===== src/rtl/ts_pkg.sv =====
// Shared constants and state encoding for the s-curve threshold sweeper.
// Command codes are the scan block's CMD byte values.
package ts_pkg;

  localparam logic [7:0] CMD_ARM  = 8'h99;
  localparam logic [7:0] CMD_RUN  = 8'h19;
  localparam logic [7:0] CMD_IDLE = 8'h00;

  typedef enum logic [2:0] {
    IDLE,
    SETTLE,
    ARM,
    RUN,
    CAPTURE,
    EVAL,
    NEXT,
    FINISH
  } state_t;

endpackage


===== src/rtl/ts_sweep_eval.sv =====
// Per-point s-curve evaluator: tracks the first threshold
// crossing of Target and the peak accumulator value.
module ts_sweep_eval #(
  parameter int DAC_W = 10,
  parameter int ACC_W = 12
) (
  input  logic             clk,
  input  logic             rst,
  input  logic             clr,
  input  logic             eval,
  input  logic             first,
  input  logic [ACC_W-1:0] acc_lat,
  input  logic [ACC_W-1:0] target,
  input  logic [DAC_W-1:0] dac,
  output logic             found,
  output logic [DAC_W-1:0] thr50,
  output logic [ACC_W-1:0] acc_at_thr,
  output logic [ACC_W-1:0] acc_max
);

  logic prev_cmp;
  logic cmp;

  assign cmp = (acc_lat >= target);

  // Result registers; the first point only seeds prev_cmp.
  always_ff @(posedge clk) begin
    if (rst || clr) begin
      prev_cmp   <= 1'b0;
      found      <= 1'b0;
      thr50      <= '0;
      acc_at_thr <= '0;
      acc_max    <= '0;
    end else if (eval) begin
      prev_cmp <= cmp;
      if (acc_lat > acc_max)
        acc_max <= acc_lat;
      if (!first && (cmp != prev_cmp) && !found) begin
        found      <= 1'b1;
        thr50      <= dac;
        acc_at_thr <= acc_lat;
      end
    end
  end

endmodule


===== src/rtl/ts_scurve_sweep.sv =====
// Threshold sweep sequencer for the s-curve scan block.
// TS_SWEEP_TIMEOUT_EN adds a per-point ARM+RUN watchdog.
module ts_scurve_sweep #(
  parameter int DAC_W       = 10,
  parameter int ACC_W       = 12,
  parameter int SETTLE_CYC  = 16,
  parameter int ARM_CYC     = 4,
  parameter int TIMEOUT_CYC = 65535
) (
  input  logic             CLK,
  input  logic             RST,
  input  logic             Start,
  input  logic [DAC_W-1:0] DacStart,
  input  logic [DAC_W-1:0] DacStop,
  input  logic [DAC_W-1:0] DacStep,
  input  logic [ACC_W-1:0] Target,
  input  logic [ACC_W-1:0] Acc,
  input  logic             ScanBusy,
  output logic [7:0]       CMD,
  output logic [DAC_W-1:0] DAC,
  output logic             Busy,
  output logic             Done,
  output logic             Found,
  output logic [DAC_W-1:0] Thr50,
  output logic [ACC_W-1:0] AccAtThr,
  output logic [ACC_W-1:0] AccMax,
  output logic             Err
);

  import ts_pkg::*;

  state_t           state_q, state_d;
  logic [15:0]      cnt_q;
  logic [DAC_W-1:0] dac_q;
  logic [ACC_W-1:0] acc_lat_q;
  logic             sb_q;
  logic             err_q;
  logic             first_q;
  logic [DAC_W-1:0] step;
  logic [DAC_W:0]   nxt;
  logic             last_pt;
  logic             settle_end;
  logic             arm_end;
  logic             go;
  logic             err_set;
  logic             wd_hit;

  assign go         = (state_q == IDLE) && Start;
  assign step       = (DacStep == '0) ? DAC_W'(1) : DacStep;
  assign nxt        = {1'b0, dac_q} + {1'b0, step};
  assign last_pt    = nxt[DAC_W]
                   || (nxt[DAC_W-1:0] > DacStop)
                   || (DacStop < DacStart);
  assign settle_end = (cnt_q == 16'(SETTLE_CYC - 1));
  assign arm_end    = (cnt_q == 16'(ARM_CYC - 1));

`ifdef TS_SWEEP_TIMEOUT_EN
  logic [15:0] wdog_q;
  logic        in_scan;

  assign in_scan = (state_q == ARM) || (state_q == RUN);
  assign wd_hit  = in_scan && (wdog_q == 16'(TIMEOUT_CYC - 1));

  // Watchdog spans ARM and RUN of one point, cleared elsewhere.
  always_ff @(posedge CLK) begin
    if (RST || !in_scan)
      wdog_q <= '0;
    else
      wdog_q <= wdog_q + 16'd1;
  end
`else
  assign wd_hit = 1'b0;
`endif

  // State register.
  always_ff @(posedge CLK) begin
    if (RST)
      state_q <= IDLE;
    else
      state_q <= state_d;
  end

  // Next-state logic and state-decoded outputs.
  always_comb begin
    state_d = state_q;
    err_set = 1'b0;
    CMD     = CMD_RUN;
    Busy    = 1'b1;
    Done    = 1'b0;
    unique case (state_q)
      IDLE: begin
        CMD  = CMD_IDLE;
        Busy = 1'b0;
        if (Start)
          state_d = SETTLE;
      end
      SETTLE: begin
        if (settle_end)
          state_d = ARM;
      end
      ARM: begin
        CMD = CMD_ARM;
        if (wd_hit) begin
          err_set = 1'b1;
          state_d = FINISH;
        end else if (arm_end) begin
          if (sb_q) begin
            state_d = RUN;
          end else begin
            err_set = 1'b1;
            state_d = FINISH;
          end
        end
      end
      RUN: begin
        if (wd_hit) begin
          err_set = 1'b1;
          state_d = FINISH;
        end else if (!sb_q) begin
          state_d = CAPTURE;
        end
      end
      CAPTURE: state_d = EVAL;
      EVAL:    state_d = NEXT;
      NEXT:    state_d = last_pt ? FINISH : SETTLE;
      FINISH: begin
        CMD     = CMD_IDLE;
        Busy    = 1'b0;
        Done    = 1'b1;
        state_d = IDLE;
      end
      default: state_d = IDLE;
    endcase
  end

  // Datapath: phase counter, DAC code, Acc latch, sticky error.
  always_ff @(posedge CLK) begin
    if (RST) begin
      cnt_q     <= '0;
      dac_q     <= '0;
      acc_lat_q <= '0;
      sb_q      <= 1'b0;
      err_q     <= 1'b0;
      first_q   <= 1'b0;
    end else begin
      sb_q  <= ScanBusy;
      cnt_q <= (state_d != state_q) ? 16'd0 : cnt_q + 16'd1;
      if (go) begin
        dac_q   <= DacStart;
        err_q   <= 1'b0;
        first_q <= 1'b1;
      end
      if (err_set)
        err_q <= 1'b1;
      if (state_q == CAPTURE)
        acc_lat_q <= Acc;
      if (state_q == EVAL)
        first_q <= 1'b0;
      if ((state_q == NEXT) && !last_pt)
        dac_q <= nxt[DAC_W-1:0];
    end
  end

  assign DAC = dac_q;
  assign Err = err_q;

  ts_sweep_eval #(
    .DAC_W (DAC_W),
    .ACC_W (ACC_W)
  ) u_eval (
    .clk        (CLK),
    .rst        (RST),
    .clr        (go),
    .eval       (state_q == EVAL),
    .first      (first_q),
    .acc_lat    (acc_lat_q),
    .target     (Target),
    .dac        (dac_q),
    .found      (Found),
    .thr50      (Thr50),
    .acc_at_thr (AccAtThr),
    .acc_max    (AccMax)
  );

endmodule


===== config.mk =====
export PLATFORM = sky130hd
export DESIGN_NAME = ts_scurve_sweep
export DESIGN_NICKNAME = d
export VERILOG_FILES = /design/src/rtl/ts_pkg.sv /design/src/rtl/ts_sweep_eval.sv /design/src/rtl/ts_scurve_sweep.sv
export SDC_FILE = /design/constraint.sdc
export NUM_CORES = 1
export LEC_CHECK = 0
export CORE_MARGIN = 1.5
export CORE_UTILIZATION = 45
export CTS_BUF_LIST = sky130_fd_sc_hd__clkbuf_16
export DETAILED_ROUTE_END_ITERATION = 16
export PLACE_DENSITY_LB_ADDON = 0.05
export SYNTH_ARGS = -nofsm -noshare
export SYNTH_HDL_FRONTEND = slang
export SYNTH_HIERARCHICAL = 1
export SYNTH_SLANG_ARGS = --single-unit

===== constraint.sdc =====
create_clock -name CLK -period 4.5 [get_ports CLK]
set_clock_uncertainty 0.1 [all_clocks]
set_input_delay 0.9 -clock CLK [delete_from_list [all_inputs] [get_ports CLK]]
set_output_delay 0.9 -clock CLK [all_outputs]
set_load 0.02 [all_outputs]

==> results.toml <==
[cts]
path_clk_slew_ns = 0.07
cts_tree = "done"
max-clock-path-buffers = 2
clockRootBuffer = "clkbuf_16"
ctsResizeCount = 0
htreeDepth = 3
post_cts_buffers = 0
holdBufCountCts = 0
cts_made_buffers = 9
cts_sinks = 80
clock_latency_ns = 0.34

[synthesis]
synth.avg_cell_area_sq_um = 8.756
yosys.cell_types.count = 61
synth-main-ff-cell = "dfxtp_1"
synthArstFlopShare_pct = 0
ys_ff_latch = 80
netlist_area_sq_um = 4982
synth_top_cell_by_area = "dfxtp_1"
yosysWarnings = 6
synth_top_cell_area_share_pct = 32.14
ys_seq_area_share_pct = 32.14
synth_area_leaders = "dfxtp_1 (32%), ha_1 (14%), mux2i_1 (11%), nor2_1 (4.8%), nand2_1 (4.3%)"
netlist_instances = 569
synth_edf_count = 0

[setup_path]
critPathRequiredTime_ns = 4.63
slowest_stage = "clkdlybuf4s50_1"
cp.arrival_ns = 4.54
crit_fanout = 6
cp-end-kind = "register"
critPathKind = "input pin to register"
reg2reg_depth = 12
max_stage_delay_ns = 0.42
cp-start-kind = "input pin"
path_cells = "clkdlybuf4s50_1 -> nor4_1 -> a31o_2 -> ha_2 -> fa_2 -> nand3_2 -> a21oi_2 -> o21ai_2 -> buf_4 -> a31oi_4 -> ha_1 -> and4_1 -> a2111oi_4 -> o221ai_4 -> clkbuf_16 -> o311a_1"

[grt]
grt_pass1_vias = 4171
grt_pass1_wl_um = 19910
grt_max_degree = 46
antenna_found_initial = 0
grt_use_total_pct = 21.53
overflow = 0

[routing]
drc = 0
vias = 4350
antenna_left = 0
viasPerCell = 5.260
drt-total-wl_um = 12560
drt-pass1-iter-count = 5
wire_per_inst_um = 15.19
drt_iter0_markers = 252

[min_path]
hold-path-cell-count = 1
min_path_type = "register to register"

[timing]
fmax_mhz = 226.8
maxSlewViolCount = 0
timing.final.crit_share_pct = 97.96
finalCriticalPeriod_ns = 4.408
setup_tns_ns = 0
hold_viol_final = 0
tightest_slew_ns = 0.9036
slew-limit-headroom_pct = 39.57
report.final.setup_viol = 0

[final_layout]
nets = 795
syn2layout_area_growth_pct = 34.61
layout_common_cells = "clkdlybuf4s50_1 (109), dfxtp_1 (80), nor2_1 (63)"
final_area_sq_um = 6706
drive_gt1_share_pct = 10.77
num_antenna_cells = 0
final_common_cell = "clkdlybuf4s50_1"

[power_and_ir_drop]
peakVddDrop_uv = 229.5
p_per_area_nw_per_um2 = 288.7
p_leak_nw = 2.835

[floorplanning]
fp.dieH_um = 108.2
ios = 114
rows = 38
dieArea_sq_um = 11710
core_sq_um = 10840
die_w_um = 108.2
start_util_pct = 45.96

[job]
maxCapViolations = 0

[outcome]
status = "finished clean"

[placement]
io_buffers = 109
gp_congestion = 0.8740
placed_area_sq_um = 6240
dp_hpwl_um = 9398
-- worst max-delay path: cells and delay by family --
kind / cells / cell delay (ns)
simple gates: 3 / 0.60
compound gates: 7 / 1.58
buf+inv: 3 / 0.79
fa+ha+maj: 3 / 0.68
-- stage by stage --
| stage | hold slack, ns | instances | util [%] | power (mW) | worst slack (ns) |
|---|---|---|---|---|---|
| final | 0.3492 | 827 | 61.87 | 1.936 | 0.09162 |
| after global routing | 0.3797 | 827 | 61.87 | 2.014 | -0.01667 |
| after CTS | 0.3497 | 824 | 60.60 | 1.913 | 0.01430 |
| after detailed placement | 0.3345 | 808 | 57.56 | 1.095 | -0.3346 |
| after global placement | 0.3266 | 808 | 57.56 | 1.089 | -0.1654 |
| after floorplan | 0.3132 | 572 | - | 0.9604 | 0.4668 |
-- sequential cells by signal, summed over array words and instances (netlist names) --
register and cells:
u_eval/found 1, u_eval/thr50 10, DAC 10, sb_q 1
state_q 3, Err 1, u_eval/acc_max 12, first_q 1
u_eval/acc_at_thr 12, u_eval/prev_cmp 1, acc_lat_q 12, cnt_q 16
-- per-layer routing --
layer	GRT usage [%]	part of all wire (%)	vias up	routed length, um
met1	26.59	47	2030	5901
met4	6.391	1.6	0	206
li1	-	-	2201	-
met2	36.62	47	98	5915
met5	0	0	-	0
met3	5.787	4.3	21	541
-- cells in the mapped netlist, drive strengths merged, types with 2 or more instances --
| master | number |
|---|---|
| and3 | 6 |
| a21oi | 21 |
| buf | 17 |
| or2 | 3 |
| or3 | 3 |
| nand3 | 10 |
| nor3 | 10 |
| mux2i | 56 |
| xor2 | 11 |
| a211oi | 4 |
| o2111ai | 2 |
| nor2b | 4 |
| and4 | 4 |
| o21ai | 22 |
| ha | 54 |
| a2111oi | 2 |
| nor4 | 6 |
| nor2 | 64 |
| nand2 | 57 |
| dfxtp | 80 |
| inv | 50 |
| a21o | 4 |
| o311a | 10 |
| a31oi | 4 |
| xnor2 | 9 |
| o211ai | 3 |
| nand2b | 6 |
| clkbuf | 18 |
| nand4 | 10 |
-- final cells by class --
class | count | area [sq um]
Clock inverter | 7 | 103.9
Tap cell | 140 | 175.2
Multi-Input combinational cell | 406 | 3079
Timing Repair Buffer | 134 | 1330
Fill cell | 959 | 4134
Sequential cell | 80 | 1602
Clock buffer | 9 | 225.2
Inverter | 51 | 191.4
-- final timing paths --
path / from / end / slack [ns]
max: DacStep[8] / DAC[1] / 0.09
min: cnt_q[0] / cnt_q[0] / 0.35
max reg2reg: DAC[1] / DAC[1] / 0.88
min reg2reg: cnt_q[0] / cnt_q[0] / 0.35
-- report_power, final --
part	total [mW]	switching, mW	internal (mW)
combinational	0.391	0.194	0.197
sequential	0.735	0.0159	0.719
clock	0.810	0.317	0.493
-- logic make-up after synthesis --
logic type | after synthesis | synth area share [%]
AOI/OAI and AO/OA | 84 | 12.81
xor gates and xnor gates | 20 | 3.516
adders and majority gates | 55 | 13.96
buffers and inverters | 86 | 7.860
DFF | 80 | 32.14
muxes | 56 | 11.25
other | 1 | 0.07527
and+or+nand+nor | 187 | 18.38
Note: power is estimated with default switching activity, not from simulation.
